<file path="src/rtl/hazard_scoreboard_if.sv">
// Pipeline-side bundle for hazard_scoreboard: ID operands and control in, stall/flush/forward selects out.
// The scoreboard side (slave) is purely combinational on these outputs; the pipeline side (master) drives ID/control.
interface hazard_scoreboard_if #(
    parameter int DEPTH = 3,
    parameter int RA_W  = 5,
    parameter int LAT_W = $clog2(DEPTH)
);
    logic             id_valid;
    logic [RA_W-1:0]  id_rs1;
    logic [RA_W-1:0]  id_rs2;
    logic             id_rs1_used;
    logic             id_rs2_used;
    logic [RA_W-1:0]  id_rd;
    logic             id_reg_write;
    logic [LAT_W-1:0] id_lat;
    logic             ex_redirect;
    logic             mem_stall;
    logic             stall_if;
    logic             stall_id;
    logic             flush_id;
    logic             flush_ex;
    logic [LAT_W-1:0] fwd_a;
    logic [LAT_W-1:0] fwd_b;

    modport master (
        output id_valid, id_rs1, id_rs2, id_rs1_used, id_rs2_used,
               id_rd, id_reg_write, id_lat, ex_redirect, mem_stall,
        input  stall_if, stall_id, flush_id, flush_ex, fwd_a, fwd_b
    );

    modport slave (
        input  id_valid, id_rs1, id_rs2, id_rs1_used, id_rs2_used,
               id_rd, id_reg_write, id_lat, ex_redirect, mem_stall,
        output stall_if, stall_id, flush_id, flush_ex, fwd_a, fwd_b
    );
endinterface

</file>
<file path="src/rtl/hazard_scoreboard.sv">
// Shift-register write scoreboard EX..WB producing stall/flush/forward selects; HZ_FORWARD_EN enables bypassing.
// Outputs are zero-latency combinational; mem_stall freezes all state and holds IF/ID.
module hazard_scoreboard #(
    parameter int DEPTH = 3,
    parameter int RA_W  = 5,
    parameter int LAT_W = $clog2(DEPTH)
) (
    input  logic               clk,
    input  logic               reset,
    hazard_scoreboard_if.slave hz
);

    typedef struct packed {
        logic             vld;
        logic [RA_W-1:0]  rd;
        logic [LAT_W-1:0] lat;
    } sb_entry_t;

    localparam logic [LAT_W-1:0] LAT_SAT = LAT_W'(DEPTH - 2);

`ifdef HZ_FORWARD_EN
    localparam bit FWD_EN = 1'b1;
`else
    localparam bit FWD_EN = 1'b0;
`endif

    sb_entry_t        r_sb [DEPTH];
    logic [RA_W-1:0]  r_ex_rs1;
    logic [RA_W-1:0]  r_ex_rs2;
    logic             r_ex_rs1_used;
    logic             r_ex_rs2_used;

    sb_entry_t        w_issue;
    logic [RA_W-1:0]  w_id_src [2];
    logic [RA_W-1:0]  w_ex_src [2];
    logic [1:0]       w_id_use;
    logic [1:0]       w_ex_use;
    logic [1:0]       w_id_hit;
    logic [1:0]       w_id_hz;
    logic [1:0]       w_ex_hit;
    logic [1:0]       w_fwd_pend;
    logic [LAT_W-1:0] w_fwd [2];
    logic             w_stall;
    logic             w_flush_id;
    logic             w_flush_ex;

    always_comb begin
        w_issue.vld = hz.id_valid && hz.id_reg_write && (hz.id_rd != '0);
        w_issue.rd  = hz.id_rd;
        w_issue.lat = (hz.id_lat > LAT_SAT) ? LAT_SAT : hz.id_lat;
    end

    // Youngest ID match only; the WB stage is excluded since the register file writes through.
    always_comb begin
        w_id_src[0] = hz.id_rs1;
        w_id_src[1] = hz.id_rs2;
        w_id_use    = {hz.id_valid && hz.id_rs2_used, hz.id_valid && hz.id_rs1_used};
        w_id_hit    = '0;
        w_id_hz     = '0;
        for (int s = 0; s < 2; s++) begin
            for (int j = 0; j <= DEPTH - 2; j++) begin
                if (!w_id_hit[s] && w_id_use[s] && (w_id_src[s] != '0) &&
                    r_sb[j].vld && (r_sb[j].rd == w_id_src[s])) begin
                    w_id_hit[s] = 1'b1;
                    w_id_hz[s]  = !FWD_EN || (LAT_W'(j) < r_sb[j].lat);
                end
            end
        end
    end

    // A youngest EX match whose result is not yet available flags w_fwd_pend.
    always_comb begin
        w_ex_src[0] = r_ex_rs1;
        w_ex_src[1] = r_ex_rs2;
        w_ex_use    = {r_ex_rs2_used, r_ex_rs1_used};
        w_ex_hit    = '0;
        w_fwd_pend  = '0;
        w_fwd[0]    = '0;
        w_fwd[1]    = '0;
        for (int s = 0; s < 2; s++) begin
            for (int k = 1; k < DEPTH; k++) begin
                if (!w_ex_hit[s] && w_ex_use[s] && (w_ex_src[s] != '0) &&
                    r_sb[k].vld && (r_sb[k].rd == w_ex_src[s])) begin
                    w_ex_hit[s] = 1'b1;
                    if (FWD_EN && (LAT_W'(k) > r_sb[k].lat)) begin
                        w_fwd[s] = LAT_W'(k);
                    end else begin
                        w_fwd_pend[s] = 1'b1;
                    end
                end
            end
        end
    end

    always_comb begin
        w_stall    = 1'b0;
        w_flush_id = 1'b0;
        w_flush_ex = 1'b0;
        if (reset) begin
            if (hz.mem_stall) begin
                w_stall = 1'b1;
            end else if (hz.ex_redirect) begin
                w_flush_id = 1'b1;
                w_flush_ex = 1'b1;
            end else if (|w_id_hz) begin
                w_stall    = 1'b1;
                w_flush_ex = 1'b1;
            end
        end
    end

    assign hz.stall_if = w_stall;
    assign hz.stall_id = w_stall;
    assign hz.flush_id = w_flush_id;
    assign hz.flush_ex = w_flush_ex;
    assign hz.fwd_a    = reset ? w_fwd[0] : '0;
    assign hz.fwd_b    = reset ? w_fwd[1] : '0;

    always_ff @(posedge clk or negedge reset) begin
        if (!reset) begin
            for (int k = 0; k < DEPTH; k++) begin
                r_sb[k] <= '0;
            end
            r_ex_rs1      <= '0;
            r_ex_rs2      <= '0;
            r_ex_rs1_used <= 1'b0;
            r_ex_rs2_used <= 1'b0;
        end else if (!hz.mem_stall) begin
            for (int k = 1; k < DEPTH; k++) begin
                r_sb[k] <= r_sb[k-1];
            end
            if (w_flush_ex) begin
                r_sb[0]       <= '0;
                r_ex_rs1      <= '0;
                r_ex_rs2      <= '0;
                r_ex_rs1_used <= 1'b0;
                r_ex_rs2_used <= 1'b0;
            end else begin
                r_sb[0]       <= w_issue;
                r_ex_rs1      <= hz.id_rs1;
                r_ex_rs2      <= hz.id_rs2;
                r_ex_rs1_used <= w_id_use[0];
                r_ex_rs2_used <= w_id_use[1];
            end
        end
    end

    // A consumer in EX must never depend on a result that is still in flight.
    a_fwd_ready: assert property (@(posedge clk) disable iff (!reset) w_fwd_pend == 2'b00);

endmodule
</file>
<file path="src/flat_wrapper.sv">
// flat-port wrapper written by rule: the top's interface ports become plain ports
module hazard_scoreboard_flat 
#(
    parameter int DEPTH = 3,
    parameter int RA_W  = 5,
    parameter int LAT_W = $clog2(DEPTH)
)
  (clk, reset, hz_id_valid, hz_id_rs1, hz_id_rs2, hz_id_rs1_used, hz_id_rs2_used, hz_id_rd, hz_id_reg_write, hz_id_lat, hz_ex_redirect, hz_mem_stall, hz_stall_if, hz_stall_id, hz_flush_id, hz_flush_ex, hz_fwd_a, hz_fwd_b);
  hazard_scoreboard_if #(.DEPTH(DEPTH), .RA_W(RA_W), .LAT_W(LAT_W)) hz_i ();
  input  logic clk;
  input  logic reset;
  input wire logic [$bits(hz_i.id_valid)-1:0] hz_id_valid;
  input wire logic [$bits(hz_i.id_rs1)-1:0] hz_id_rs1;
  input wire logic [$bits(hz_i.id_rs2)-1:0] hz_id_rs2;
  input wire logic [$bits(hz_i.id_rs1_used)-1:0] hz_id_rs1_used;
  input wire logic [$bits(hz_i.id_rs2_used)-1:0] hz_id_rs2_used;
  input wire logic [$bits(hz_i.id_rd)-1:0] hz_id_rd;
  input wire logic [$bits(hz_i.id_reg_write)-1:0] hz_id_reg_write;
  input wire logic [$bits(hz_i.id_lat)-1:0] hz_id_lat;
  input wire logic [$bits(hz_i.ex_redirect)-1:0] hz_ex_redirect;
  input wire logic [$bits(hz_i.mem_stall)-1:0] hz_mem_stall;
  output wire logic [$bits(hz_i.stall_if)-1:0] hz_stall_if;
  output wire logic [$bits(hz_i.stall_id)-1:0] hz_stall_id;
  output wire logic [$bits(hz_i.flush_id)-1:0] hz_flush_id;
  output wire logic [$bits(hz_i.flush_ex)-1:0] hz_flush_ex;
  output wire logic [$bits(hz_i.fwd_a)-1:0] hz_fwd_a;
  output wire logic [$bits(hz_i.fwd_b)-1:0] hz_fwd_b;
  assign hz_i.id_valid = hz_id_valid;
  assign hz_i.id_rs1 = hz_id_rs1;
  assign hz_i.id_rs2 = hz_id_rs2;
  assign hz_i.id_rs1_used = hz_id_rs1_used;
  assign hz_i.id_rs2_used = hz_id_rs2_used;
  assign hz_i.id_rd = hz_id_rd;
  assign hz_i.id_reg_write = hz_id_reg_write;
  assign hz_i.id_lat = hz_id_lat;
  assign hz_i.ex_redirect = hz_ex_redirect;
  assign hz_i.mem_stall = hz_mem_stall;
  assign hz_stall_if = hz_i.stall_if;
  assign hz_stall_id = hz_i.stall_id;
  assign hz_flush_id = hz_i.flush_id;
  assign hz_flush_ex = hz_i.flush_ex;
  assign hz_fwd_a = hz_i.fwd_a;
  assign hz_fwd_b = hz_i.fwd_b;
  hazard_scoreboard #(.DEPTH(DEPTH), .RA_W(RA_W), .LAT_W(LAT_W)) u_core (.clk(clk), .reset(reset), .hz(hz_i));
endmodule
</file>
<file path="config.mk">
export PLATFORM = sky130hd
export DESIGN_NAME = hazard_scoreboard_flat
export DESIGN_NICKNAME = d
export VERILOG_FILES = /design/src/rtl/hazard_scoreboard_if.sv /design/src/rtl/hazard_scoreboard.sv /design/src/flat_wrapper.sv
export SDC_FILE = /design/constraint.sdc
export NUM_CORES = 1
export LEC_CHECK = 0
export BUFFER_PORTS_ARGS = -buffer_cell sky130_fd_sc_hd__buf_2
export CAP_MARGIN = 20
export CORE_AREA = 5 5 63 65
export CTS_BUF_LIST = sky130_fd_sc_hd__clkbuf_8
export DETAILED_ROUTE_END_ITERATION = 6
export DIE_AREA = 0 0 68 70
export GPL_ROUTABILITY_DRIVEN = 0
export GPL_TIMING_DRIVEN = 0
export SLEW_MARGIN = 40
export SYNTH_ARGS = -nofsm -noshare
export SYNTH_HDL_FRONTEND = slang
export SYNTH_SLANG_ARGS = --single-unit
export TNS_END_PERCENT = 30
</file>
<file path="constraint.sdc">
create_clock -name clk -period 2.76 [get_ports clk]
set_input_delay 0.552 -clock clk [delete_from_list [all_inputs] [get_ports clk]]
set_output_delay 0.552 -clock clk [all_outputs]
set_load 0.02 [all_outputs]
</file>
==> flow_summary.html, run 1 <==
<table>
<tr><th>Metric</th><th>Value</th></tr>
<tr><th colspan="2">Clock network</th></tr>
<tr><td>Sinks on Clock Net</td><td>12</td></tr>
<tr><td>Clk pin slew, worst setup/hold paths</td><td>0.05 ns</td></tr>
<tr><td>Max Buffers Root-to-Sink</td><td>2</td></tr>
<tr><td>Latest clock arrival within the worst-skew pair</td><td>0.23 ns</td></tr>
<tr><td>Post-cts gate resize count</td><td>0</td></tr>
<tr><td>Clock tree from TritonCTS</td><td>built</td></tr>
<tr><td>Number of H-tree levels</td><td>1</td></tr>
<tr><td>CTS Root Cell</td><td>clkbuf_8</td></tr>
<tr><td>Number of buffers created by CTS</td><td>3</td></tr>
<tr><th colspan="2">Floorplanning</th></tr>
<tr><td>Num ports</td><td>33</td></tr>
<tr><td>Placeable core region</td><td>3280 um2</td></tr>
<tr><td>Initial Utilization</td><td>26.6%</td></tr>
<tr><td>Die Wd</td><td>68 um</td></tr>
<tr><td>Total Die Area</td><td>4760 um2</td></tr>
<tr><td>Number of placement rows</td><td>21</td></tr>
<tr><td>Die Height</td><td>70 um</td></tr>
<tr><th colspan="2">Finish</th></tr>
<tr><td>Area growth from synthesis to final layout</td><td>28.7%</td></tr>
<tr><td>Final-stage net count</td><td>146</td></tr>
<tr><td># fillers</td><td>334</td></tr>
<tr><td>Fraction of final layout cells sized beyond drive strength 1</td><td>38.7%</td></tr>
<tr><td>Filler-free cell count of the finished design</td><td>165</td></tr>
<tr><td>Final std cell area, no fill</td><td>1120 um2</td></tr>
<tr><td>Number of flip-flops in the largest register</td><td>12</td></tr>
<tr><td>Antenna diodes</td><td>0</td></tr>
<tr><td>Largest register by flop count</td><td>u_core.r_sb</td></tr>
<tr><td>Largest registers</td><td>u_core.r_sb (12)</td></tr>
<tr><th colspan="2">Synthesis</th></tr>
<tr><td>Number of synthesized flops with an enable pin</td><td>0</td></tr>
<tr><td>Sequential cell area fraction in the yosys report</td><td>34.4%</td></tr>
<tr><td>Yosys Warn Count</td><td>0</td></tr>
<tr><td>Mean Syn Cell Area</td><td>10.2 um2</td></tr>
<tr><td>Cell type contributing the most total cell area after synthesis</td><td>dfrtp_1</td></tr>
<tr><td>Fraction of post-synthesis cell area in the top cell type by area</td><td>34.4%</td></tr>
<tr><td>Most common library cells after synthesis</td><td>16 x xor2_1, 12 x dfrtp_1</td></tr>
<tr><td>Yosys cell types</td><td>24</td></tr>
<tr><td>Count leader, synth</td><td>xor2_1</td></tr>
<tr><td>Number of register bits inferred by synthesis</td><td>12</td></tr>
<tr><td>Share of synthesized flip-flops with an asynchronous set or reset</td><td>100%</td></tr>
<tr><td>Primary flip-flop cell chosen by synthesis mapping</td><td>dfrtp_1</td></tr>
<tr><td>Leading post-synthesis cells by cell area</td><td>dfrtp_1 34%, xor2_1 16%, mux2_2 7.7%</td></tr>
<tr><td>Number of cells produced by synthesis</td><td>86</td></tr>
<tr><td>Post-Synthesis Cell Area</td><td>873 um2</td></tr>
<tr><th colspan="2">Drt</th></tr>
<tr><td>DR iter-0 viols</td><td>30</td></tr>
<tr><td>Via count normalized by instance count</td><td>4.65</td></tr>
<tr><td>Vias post-DR</td><td>768</td></tr>
<tr><td>Final antenna-violating net count</td><td>0</td></tr>
<tr><td>Routed WL per cell</td><td>13.4 um</td></tr>
<tr><td>DRC violations left</td><td>0</td></tr>
<tr><td>Total Routed Length</td><td>2210 um</td></tr>
<tr><td>Count of TritonRoute iterations in the first routing pass</td><td>4</td></tr>
<tr><th colspan="2">Place</th></tr>
<tr><td>Cell area after placement</td><td>1070 um2</td></tr>
<tr><td>Post-DP HPWL</td><td>1810 um</td></tr>
<tr><td>Setup Slack @ Placement</td><td>0.0903 ns</td></tr>
<tr><td>Total of buffers placed on input and output ports</td><td>25</td></tr>
<tr><td>Number of cells after detailed placement</td><td>160</td></tr>
<tr><th colspan="2">Worst setup path</th></tr>
<tr><td>Worst r2r dst</td><td>u_core.r_sb[21]</td></tr>
<tr><td>Endpoint required time on the critical path</td><td>2.21 ns</td></tr>
<tr><td>Depth of the most critical reg-to-reg path</td><td>6</td></tr>
<tr><td>Series of cell instances along the critical path</td><td>buf_2, or4_1, o211ai_2, o22ai_4, a22o_1, buf_4, buf_2</td></tr>
<tr><td>R2r startpoint</td><td>u_core.r_sb[22]</td></tr>
<tr><td>Startpoint class of the critical path</td><td>input port</td></tr>
<tr><td>Slowest stage cell, crit path</td><td>or4_1</td></tr>
<tr><td>Endpoint type of the worst setup path</td><td>primary output</td></tr>
<tr><td>Critical Path Fanout Max</td><td>4</td></tr>
<tr><td>Crit Path Class</td><td>input port to primary output</td></tr>
<tr><td>Slack of the worst reg-to-reg path</td><td>0.99 ns</td></tr>
<tr><td>Worst stage delay on the critical path</td><td>0.58 ns</td></tr>
<tr><td>Data arrival, critical path</td><td>2.09 ns</td></tr>
<tr><td>CP dominant cell by count</td><td>buf_2</td></tr>
<tr><th colspan="2">Power and ir drop</th></tr>
<tr><td>Max rail drop VDD</td><td>0.300 mV</td></tr>
<tr><td>Leak</td><td>0.000507 uW</td></tr>
<tr><td>Total power divided by cell area</td><td>461 nW/um2</td></tr>
<tr><td>Post-layout total power</td><td>518 uW</td></tr>
<tr><th colspan="2">GRT</th></tr>
<tr><td>Met1 Usage GRT</td><td>12.2%</td></tr>
<tr><td>Global route hottest layer</td><td>met2</td></tr>
<tr><td>GR Overflow Total</td><td>0</td></tr>
<tr><td>Global-route wire length before repair</td><td>3730 um</td></tr>
<tr><td>Total GRT Usage</td><td>9.97%</td></tr>
<tr><td>Global routing met2 resource utilization</td><td>16.7%</td></tr>
<tr><td>Met3 Resource Use GR</td><td>1.60%</td></tr>
<tr><td>Largest net degree at the start of global routing</td><td>17</td></tr>
<tr><td>Antenna violations before repair</td><td>0</td></tr>
<tr><td>Via count of the first global-routing pass</td><td>825</td></tr>
<tr><th colspan="2">Timing</th></tr>
<tr><td>Number of max-slew violations in the final report</td><td>0</td></tr>
<tr><td>Post-Route Setup TNS</td><td>0 ns</td></tr>
<tr><td>Max Clock Freq</td><td>379 MHz</td></tr>
<tr><td>Tmin final</td><td>2.64 ns</td></tr>
<tr><td>Least setup slack across all paths after layout</td><td>0.120 ns</td></tr>
<tr><td>Unrepaired setup endpoints after global routing</td><td>no</td></tr>
<tr><td>Final setup violating endpoints</td><td>0</td></tr>
<tr><td>Share of the cycle needed by the critical path after routing</td><td>95.7%</td></tr>
<tr><td>Final count of hold timing violations</td><td>0</td></tr>
<tr><td>Setup clock skew after layout</td><td>0.000743 ns</td></tr>
<tr><th colspan="2">Status</th></tr>
<tr><td>Outcome</td><td>complete, no violations</td></tr>
<tr><th colspan="2">Min path</th></tr>
<tr><td>Class of the tightest hold or removal check</td><td>input port to asynchronous set/reset pin</td></tr>
<tr><th colspan="2">Job</th></tr>
<tr><td>Max-cap check violation count</td><td>0</td></tr>
</table>
## worst max-delay path by stage
| stage | start | endpoint | cells past startpoint |
|---|---|---|---|
| after floorplan | hz_id_rs1[4] | hz_stall_if | 6 |
| after global placement | hz_id_rs2[0] | hz_stall_if | 7 |
| after detailed placement | hz_id_rs1[3] | hz_stall_if | 8 |
| after CTS | u_core.r_sb[22] | hz_stall_if | 7 |
| after global routing | u_core.r_sb[22] | hz_stall_if | 7 |
| final | hz_id_rs2[0] | hz_stall_if | 7 |
## power breakdown
group,internal (uW),switching (uW)
clock,95.3,54.2
combinational,70.3,68.7
sequential,200,29.9
total,365,153
## layer usage
| metal | part of all wire [%] | vias up |
|---|---|---|
| met3 | 8.2 | 6 |
| met2 | 48 | 39 |
| met4 | 2.9 | 0 |
| met1 | 41 | 353 |
| met5 | 0 | - |
| li1 | - | 370 |
## what timing repair did
action                                  4_1_cts  5_1_grt
setup buffers                                 0        2
hold buffers                                  0        0
endpoints found under the setup margin        0        2
## cell usage in the layout, fill, tap and decap left out, types with 3 or more instances in the layout
master | synthesis | routed
buf_4 | 5 | 7
nand2_1 | 6 | 6
conb_1 | 1 | 4
xnor2_1 | 4 | 4
clkbuf_8 | 0 | 3
nor4_1 | 3 | 3
o21ai_1 | 6 | 6
xor2_1 | 16 | 16
a22oi_1 | 6 | 6
dfrtp_1 | 12 | 12
and2_1 | 3 | 3
mux2_2 | 6 | 6
buf_2 | 0 | 25
## metrics by stage
stage          utilization (%)  hold slack, ns
2_1_floorplan                -           0.256
3_3_place_gp              32.5           0.458
3_5_place_dp              32.5           0.471
4_1_cts                   33.8           0.222
5_1_grt                   34.2           0.227
6_report                  34.2           0.209
## critical path, delay by kind of cell
family | cells | cell delay (ns)
and+or+nand+nor | 1 | 0.58
AOI/OAI and AO/OA | 3 | 0.56
buffers and inverters | 3 | 0.40
## area by class of cell
| type | count | area [um2] | share of cell area (%) |
|---|---|---|---|
| Multi-Input combinational cell | 70 | 539 | 48.0 |
| Sequential cell | 12 | 300 | 26.7 |
| Timing Repair Buffer | 27 | 140 | 12.5 |
| Tap cell | 46 | 57.6 | 5.12 |
| Buffer | 7 | 45.0 | 4.01 |
| Clock buffer | 3 | 41.3 | 3.67 |
## cell families (layout without fill, tap and decap cells)
logic type	count (synthesis)	count (layout)	share of synthesized area, %
flops	12	12	34.4
compound gates	20	20	18.8
buf+inv	7	37	5.16
mux	6	6	7.74
xor+xnor	20	20	20.1
other cells	1	4	0.429
simple gates	20	20	13.5
Power figures use the tool's default switching activity.
==> run 2: changes to the inputs <==
clock period = 2.1 ns   (was 2.76 ns; I/O delays follow)
==> run 2 against run 1 <==
Compared with the run above:
- the run now ends with negative setup slack left
- total power grew 38%
- sequential power grew 31%
- wire length grew 2.6%
==> flow_summary.html, run 2 (same netlist as run 1, synthesis figures left out) <==
<table>
<tr><th>Metric</th><th>Value</th></tr>
<tr><th colspan="2">GRT</th></tr>
<tr><td>Antenna violations before repair</td><td>0 (unchanged)</td></tr>
<tr><td>Total GRT Usage</td><td>10.4% (+0.46 points)</td></tr>
<tr><td>Largest net degree at the start of global routing</td><td>17 (unchanged)</td></tr>
<tr><td>Global-route wire length before repair</td><td>3860 um (+3.7%)</td></tr>
<tr><td>Via count of the first global-routing pass</td><td>860 (+4.2%)</td></tr>
<tr><td>GR Overflow Total</td><td>0 (unchanged)</td></tr>
<tr><th colspan="2">Power and ir drop</th></tr>
<tr><td>Max rail drop VDD</td><td>0.371 mV (+24%)</td></tr>
<tr><td>Leak</td><td>0.000544 uW (+7.3%)</td></tr>
<tr><td>Total power divided by cell area</td><td>586 nW/um2 (+27%)</td></tr>
<tr><td>Post-layout total power</td><td>716 uW (+38%)</td></tr>
<tr><th colspan="2">Finish</th></tr>
<tr><td>Largest register by flop count</td><td>u_core.r_sb</td></tr>
<tr><td>Largest registers</td><td>u_core.r_sb (12)</td></tr>
<tr><td># fillers</td><td>335 (+0.30%)</td></tr>
<tr><td>Area growth from synthesis to final layout</td><td>39.8%</td></tr>
<tr><td>Filler-free cell count of the finished design</td><td>168 (+1.8%)</td></tr>
<tr><td>Commonest non-fill, non-tap cell in the layout</td><td>buf_2</td></tr>
<tr><td>Antenna diodes</td><td>0 (unchanged)</td></tr>
<tr><td>Commonest cells after routing, fill and taps aside</td><td>21 x buf_2, 15 x xor2_1, 11 x dfrtp_1, 10 x buf_4</td></tr>
<tr><td>Fraction of final layout cells sized beyond drive strength 1</td><td>45.9% (+7.2 points)</td></tr>
<tr><td>Number of flip-flops in the largest register</td><td>12 (unchanged)</td></tr>
<tr><td>Final-stage net count</td><td>149 (+2.1%)</td></tr>
<tr><th colspan="2">Timing</th></tr>
<tr><td>Number of max-slew violations in the final report</td><td>0 (unchanged)</td></tr>
<tr><td>Final setup violating endpoints</td><td>3 (+3)</td></tr>
<tr><td>Share of the cycle needed by the critical path after routing</td><td>110%</td></tr>
<tr><td>Tmin final</td><td>2.31 ns</td></tr>
<tr><td>Max Clock Freq</td><td>432 MHz</td></tr>
<tr><td>Final count of hold timing violations</td><td>0 (unchanged)</td></tr>
<tr><td>Unrepaired setup endpoints after global routing</td><td>yes</td></tr>
<tr><td>Setup clock skew after layout</td><td>0.00140 ns (+0.000654 ns)</td></tr>
<tr><td>Final hold slack</td><td>0.0785 ns (-0.130 ns)</td></tr>
<tr><td>Least setup slack across all paths after layout</td><td>-0.212 ns (-0.332 ns)</td></tr>
<tr><th colspan="2">Drt</th></tr>
<tr><td>Total Routed Length</td><td>2270 um (+2.6%)</td></tr>
<tr><td>Vias post-DR</td><td>787 (+2.5%)</td></tr>
<tr><td>Count of TritonRoute iterations in the first routing pass</td><td>4 (unchanged)</td></tr>
<tr><td>DRC violations left</td><td>0 (unchanged)</td></tr>
<tr><td>Final antenna-violating net count</td><td>0 (unchanged)</td></tr>
<tr><td>Routed WL per cell</td><td>13.5 um (+0.79%)</td></tr>
<tr><td>Via count normalized by instance count</td><td>4.68 (+0.64%)</td></tr>
<tr><td>DR iter-0 viols</td><td>14 (-53%)</td></tr>
<tr><th colspan="2">Clock network</th></tr>
<tr><td>Number of H-tree levels</td><td>1 (unchanged)</td></tr>
<tr><td>Number of buffers created by CTS</td><td>3 (unchanged)</td></tr>
<tr><td>CTS Root Cell</td><td>clkbuf_8</td></tr>
<tr><td>Clk pin slew, worst setup/hold paths</td><td>0.05 ns (about the same)</td></tr>
<tr><td>Sinks on Clock Net</td><td>12 (unchanged)</td></tr>
<tr><td>Clock tree from TritonCTS</td><td>built</td></tr>
<tr><td>Hold buffers post-CTS</td><td>0 (unchanged)</td></tr>
<tr><td>Max Buffers Root-to-Sink</td><td>2 (unchanged)</td></tr>
<tr><td>Latest clock arrival within the worst-skew pair</td><td>0.23 ns (about the same)</td></tr>
<tr><th colspan="2">Min path</th></tr>
<tr><td>Class of the tightest hold or removal check</td><td>input port to asynchronous set/reset pin</td></tr>
<tr><th colspan="2">Place</th></tr>
<tr><td>Number of cells after detailed placement</td><td>160 (unchanged)</td></tr>
<tr><td>Post-DP HPWL</td><td>1840 um (+1.7%)</td></tr>
<tr><td>Total of buffers placed on input and output ports</td><td>25 (unchanged)</td></tr>
<tr><th colspan="2">Floorplanning</th></tr>
<tr><td>Total Die Area</td><td>4760 um2 (unchanged)</td></tr>
<tr><td>Die Wd</td><td>68 um (unchanged)</td></tr>
<tr><td>Num ports</td><td>33 (unchanged)</td></tr>
<tr><td>Initial Utilization</td><td>26.6% (unchanged)</td></tr>
<tr><td>Placeable core region</td><td>3280 um2 (unchanged)</td></tr>
<tr><td>Die Height</td><td>70 um (unchanged)</td></tr>
<tr><td>Number of placement rows</td><td>21 (unchanged)</td></tr>
<tr><th colspan="2">Status</th></tr>
<tr><td>Failing checks</td><td>negative setup slack</td></tr>
<tr><td>Outcome</td><td>complete, but fails checks</td></tr>
<tr><th colspan="2">Job</th></tr>
<tr><td>Max-cap check violation count</td><td>0 (unchanged)</td></tr>
<tr><th colspan="2">Worst setup path</th></tr>
<tr><td>Slowest stage cell, crit path</td><td>dfrtp_1</td></tr>
<tr><td>Endpoint type of the worst setup path</td><td>primary output</td></tr>
<tr><td>CP dominant cell by count</td><td>buf_6</td></tr>
<tr><td>Data arrival, critical path</td><td>1.89 ns (-0.20 ns)</td></tr>
<tr><td>Series of cell instances along the critical path</td><td>xor2_1, nor4_2, a32oi_2, o22ai_4, a22o_4, buf_6, buf_6</td></tr>
<tr><td>Crit Path Class</td><td>flip-flop to primary output</td></tr>
<tr><td>Startpoint class of the critical path</td><td>flip-flop</td></tr>
<tr><td>Buffers plus inverters on the worst setup path</td><td>2 (-1)</td></tr>
<tr><td>Worst stage delay on the critical path</td><td>0.43 ns (-0.15 ns)</td></tr>
<tr><td>Critical Path Fanout Max</td><td>3 (-1)</td></tr>
<tr><td>Category of cells accounting for the largest share of critical-path delay</td><td>compound AO/OA/AOI/OAI gates</td></tr>
<tr><td>Endpoint required time on the critical path</td><td>1.68 ns (-0.53 ns)</td></tr>
</table>
-- run 2: power by group --
group / total [uW] / internal [uW] / switching, uW
Sequential: 301 / 263 / 38.0
Clock: 201 / 126 / 75.0
Combinational: 215 / 112 / 103
-- run 2: worst paths after layout --
check | from | endpoint | slack, ns | cells after the start
worst max-delay path | u_core.r_sb[18] | hz_stall_if | -0.21 | 7
worst min-delay path | reset | u_core.r_sb[22] | 0.08 | 1
worst max register to register | u_core.r_sb[18] | u_core.r_sb[23] | 0.41 | 6
worst min register to register | u_core.r_sb[15] | u_core.r_sb[15] | 0.52 | 1
max in group asynchronous | reset | u_core.r_sb[22] | 1.76 | 1
min in group clk | hz_id_rd[3] | u_core.r_sb[21] | 0.43 | 3
-- run 2: area by class of cell --
cell class | count | area (um2) | share of cell area [%]
tap | 46 | 57.6 | 4.71
timing repair buffer | 30 | 184 | 15.1
sequential | 12 | 302 | 24.7
multi-input combinational | 70 | 588 | 48.2
buffer | 7 | 48.8 | 4.00
clock buffer | 3 | 41.3 | 3.38
-- run 2: metrics by stage --
step                setup slack [ns]  utilization (%)  area, um2  TNS (ns)
floorplan                    0.00758                -        893         0
global route                  -0.329             37.2       1220    -0.875
global placement              -0.297             32.8       1080    -0.611
finish                        -0.212             37.2       1220    -0.537
detailed placement            -0.324             32.8       1080    -0.740
CTS                           -0.217             36.2       1190    -0.548
-- run 2: routing by layer --
layer | vias to the layer above | GRT usage, % | routed length [um]
li1 | 376 | - | -
met1 | 374 | 11.9 | 871
met2 | 30 | 17.8 | 1190
met3 | 7 | 2.88 | 136
met4 | 0 | 4.19 | 68
met5 | - | 0 | 0
-- run 2: timing repair --
action                     in CTS  in global routing
setup endpoints to repair       3                  3
setup buffers                   3                  2
pin swaps                       7                  5
gates resized for setup        12                  3
==> run 3: changes to the inputs <==
CTS_BUF_LIST = sky130_fd_sc_hd__clkbuf_4 sky130_fd_sc_hd__clkbuf_8   (was sky130_fd_sc_hd__clkbuf_8)
HOLD_SLACK_MARGIN = 0.02   (was unset)
==> run 3 against run 2 <==
Compared with the run above:
- the flow still finishes with violations (negative setup slack)
- non-clock buffer count decreased by 1
- core utilization decreased by 1.2 points
- first-iteration DRC count increased by 7.1%
- register-to-register slack got worse by 0.06 ns
- combinational power decreased by 2%
- critical path type unchanged
- largest power group unchanged
==> flow_summary.html, run 3 (same netlist as run 1, synthesis figures left out) <==
<table>
<tr><th>Metric</th><th>Value</th></tr>
<tr><th colspan="2">Clock network</th></tr>
<tr><td>Clock tree from TritonCTS</td><td>built</td></tr>
<tr><td>Number of H-tree levels</td><td>1 (unchanged)</td></tr>
<tr><td>CTS Root Cell</td><td>clkbuf_4</td></tr>
<tr><td>Max Buffers Root-to-Sink</td><td>2 (unchanged)</td></tr>
<tr><td>Clk pin slew, worst setup/hold paths</td><td>0.07 ns (+0.02 ns)</td></tr>
<tr><td>Sinks on Clock Net</td><td>12 (unchanged)</td></tr>
<tr><td>Number of buffers created by CTS</td><td>3 (unchanged)</td></tr>
<tr><td>Hold buffers post-CTS</td><td>0 (unchanged)</td></tr>
<tr><td>Latest clock arrival within the worst-skew pair</td><td>0.27 ns (+0.04 ns)</td></tr>
<tr><th colspan="2">Drt</th></tr>
<tr><td>Vias post-DR</td><td>777 (-1.3%)</td></tr>
<tr><td>Routed WL per cell</td><td>13.9 um (+3.1%)</td></tr>
<tr><td>Final antenna-violating net count</td><td>0 (unchanged)</td></tr>
<tr><td>DR iter-0 viols</td><td>15 (+1)</td></tr>
<tr><td>DRC violations left</td><td>0 (unchanged)</td></tr>
<tr><td>Total Routed Length</td><td>2320 um (+2.5%)</td></tr>
<tr><td>Count of TritonRoute iterations in the first routing pass</td><td>4 (unchanged)</td></tr>
<tr><td>Via count normalized by instance count</td><td>4.65 (-0.68%)</td></tr>
<tr><th colspan="2">Floorplanning</th></tr>
<tr><td>Number of placement rows</td><td>21 (unchanged)</td></tr>
<tr><td>Num ports</td><td>33 (unchanged)</td></tr>
<tr><td>Die Height</td><td>70 um (unchanged)</td></tr>
<tr><td>Initial Utilization</td><td>26.6% (unchanged)</td></tr>
<tr><td>Die Wd</td><td>68 um (unchanged)</td></tr>
<tr><td>Placeable core region</td><td>3280 um2 (unchanged)</td></tr>
<tr><td>Total Die Area</td><td>4760 um2 (unchanged)</td></tr>
<tr><th colspan="2">Status</th></tr>
<tr><td>Failing checks</td><td>negative setup slack</td></tr>
<tr><td>Outcome</td><td>complete, but fails checks</td></tr>
<tr><th colspan="2">Place</th></tr>
<tr><td>Setup Slack @ Placement</td><td>-0.324 ns (unchanged)</td></tr>
<tr><td>Number of cells after detailed placement</td><td>160 (unchanged)</td></tr>
<tr><td>Post-DP HPWL</td><td>1840 um (unchanged)</td></tr>
<tr><td>Total of buffers placed on input and output ports</td><td>25 (unchanged)</td></tr>
<tr><th colspan="2">Worst setup path</th></tr>
<tr><td>Critical Path Fanout Max</td><td>4 (+1)</td></tr>
<tr><td>Startpoint class of the critical path</td><td>flip-flop</td></tr>
<tr><td>R2r startpoint</td><td>u_core.r_sb[22]</td></tr>
<tr><td>Data arrival, critical path</td><td>1.99 ns (+0.10 ns)</td></tr>
<tr><td>Crit Path Class</td><td>flip-flop to primary output</td></tr>
<tr><td>Endpoint required time on the critical path</td><td>1.68 ns (about the same)</td></tr>
<tr><td>Worst setup path startpoint</td><td>u_core.r_sb[22]</td></tr>
<tr><td>Depth of the most critical reg-to-reg path</td><td>6 (unchanged)</td></tr>
<tr><td>Endpoint of the worst setup timing path</td><td>hz_stall_if</td></tr>
<tr><td>Endpoint type of the worst setup path</td><td>primary output</td></tr>
<tr><td>Worst r2r dst</td><td>u_core.r_sb[22]</td></tr>
<tr><td>Slack of the worst reg-to-reg path</td><td>0.35 ns (-0.06 ns)</td></tr>
<tr><th colspan="2">Finish</th></tr>
<tr><td>Number of flip-flops in the largest register</td><td>12 (unchanged)</td></tr>
<tr><td>Filler-free cell count of the finished design</td><td>167 (-0.60%)</td></tr>
<tr><td>Fraction of final layout cells sized beyond drive strength 1</td><td>46.3% (+0.38 points)</td></tr>
<tr><td>Largest registers</td><td>u_core.r_sb (12)</td></tr>
<tr><td>Final-stage net count</td><td>148 (-0.67%)</td></tr>
<tr><td>Antenna diodes</td><td>0 (unchanged)</td></tr>
<tr><td>Area growth from synthesis to final layout</td><td>35.2%</td></tr>
<tr><td>Largest register by flop count</td><td>u_core.r_sb</td></tr>
<tr><td>Commonest cells after routing, fill and taps aside</td><td>23 x buf_2, 14 x xor2_1, 11 x dfrtp_1, 9 x buf_4</td></tr>
<tr><td>Commonest non-fill, non-tap cell in the layout</td><td>buf_2</td></tr>
<tr><th colspan="2">Timing</th></tr>
<tr><td>Final count of hold timing violations</td><td>0 (unchanged)</td></tr>
<tr><td>Unrepaired setup endpoints after global routing</td><td>yes</td></tr>
<tr><td>Setup clock skew after layout</td><td>0.00149 ns (+0.0000939 ns)</td></tr>
<tr><td>Tmin final</td><td>2.41 ns (+0.0984 ns)</td></tr>
<tr><td>Final setup violating endpoints</td><td>3 (unchanged)</td></tr>
<tr><td>Share of the cycle needed by the critical path after routing</td><td>115% (+4.7 points)</td></tr>
<tr><td>Number of max-slew violations in the final report</td><td>0 (unchanged)</td></tr>
<tr><td>Max Clock Freq</td><td>415 MHz (-4.1%)</td></tr>
<tr><td>Least setup slack across all paths after layout</td><td>-0.311 ns (-0.0984 ns)</td></tr>
<tr><th colspan="2">Power and ir drop</th></tr>
<tr><td>Leak</td><td>0.000525 uW (-3.5%)</td></tr>
<tr><td>Total power divided by cell area</td><td>549 nW/um2 (-6.4%)</td></tr>
<tr><td>Max rail drop VDD</td><td>0.341 mV (-8.0%)</td></tr>
<tr><th colspan="2">GRT</th></tr>
<tr><td>Largest net degree at the start of global routing</td><td>17 (unchanged)</td></tr>
<tr><td>Antenna violations before repair</td><td>0 (unchanged)</td></tr>
<tr><td>Global-route wire length before repair</td><td>3950 um (+2.1%)</td></tr>
<tr><td>Total GRT Usage</td><td>10.7% (+0.25 points)</td></tr>
<tr><td>Via count of the first global-routing pass</td><td>857 (-0.35%)</td></tr>
<tr><td>GR Overflow Total</td><td>0 (unchanged)</td></tr>
<tr><th colspan="2">Job</th></tr>
<tr><td>Max-cap check violation count</td><td>0 (unchanged)</td></tr>
<tr><th colspan="2">Min path</th></tr>
<tr><td>Class of the tightest hold or removal check</td><td>input port to asynchronous set/reset pin</td></tr>
</table>
==> run 3: metal layers <==
layer / up-vias / GRT usage (%) / part of all wire, %
met5: - / 0 / 0
met4: 0 / 4.64 / 4.0
met3: 9 / 2.88 / 5.4
met2: 26 / 17.8 / 50
met1: 367 / 12.5 / 40
li1: 375 / - / -
==> run 3: power breakdown <==
part	leakage, uW	switching [uW]	internal, uW
clock	0.0000138	69.7	66.4
sequential	0.000148	38.9	262
combinational	0.000363	104	107
total	0.000525	212	435
==> run 3: area by class of cell <==
type | instances | area, um2
Fill cell | 339 | 2100
Sequential cell | 12 | 302
Tap cell | 46 | 57.6
Buffer | 7 | 48.8
Multi-Input combinational cell | 70 | 587
Timing Repair Buffer | 29 | 164
Clock buffer | 3 | 22.5
==> run 3: worst min path at each step <==
stage / startpoint / end / cells past startpoint
floorplan: reset / u_core.r_sb[10] / 0
global placement: reset / u_core.r_sb[20] / 1
detailed placement: reset / u_core.r_sb[22] / 1
CTS: reset / u_core.r_sb[22] / 1
global route: reset / u_core.r_sb[20] / 1
finish: reset / u_core.r_sb[22] / 1
==> run 3: worst max-delay path, stage by stage, from the launching register on <==
cell	delay (ns)
dfrtp_2	0.45
xor2_2	0.16
nor4_2	0.38
a32oi_2	0.20
o22ai_4	0.20
a22o_4	0.15
buf_6	0.08
buf_6	0.10
==> run 3: what timing repair did <==
action,CTS,global route
endpoints found under the setup margin,3,3
gates resized for setup,8,3
pin swaps,6,6
setup buffers,3,1
==> run 3: metrics by stage <==
| step | hold WS, ns | util [%] | cell area (um2) | TNS [ns] | power, uW |
|---|---|---|---|---|---|
| final | 0.0408 | 36.0 | 1180 | -0.832 | 648 |
| after detailed placement | 0.340 | 32.8 | 1080 | -0.740 | 489 |
| after global routing | 0.0575 | 36.0 | 1180 | -1.01 | 693 |
| after floorplan | 0.124 | - | 893 | 0 | 419 |
| after CTS | 0.0479 | 35.2 | 1160 | -0.710 | 645 |
| after global placement | 0.332 | 32.8 | 1080 | -0.611 | 480 |
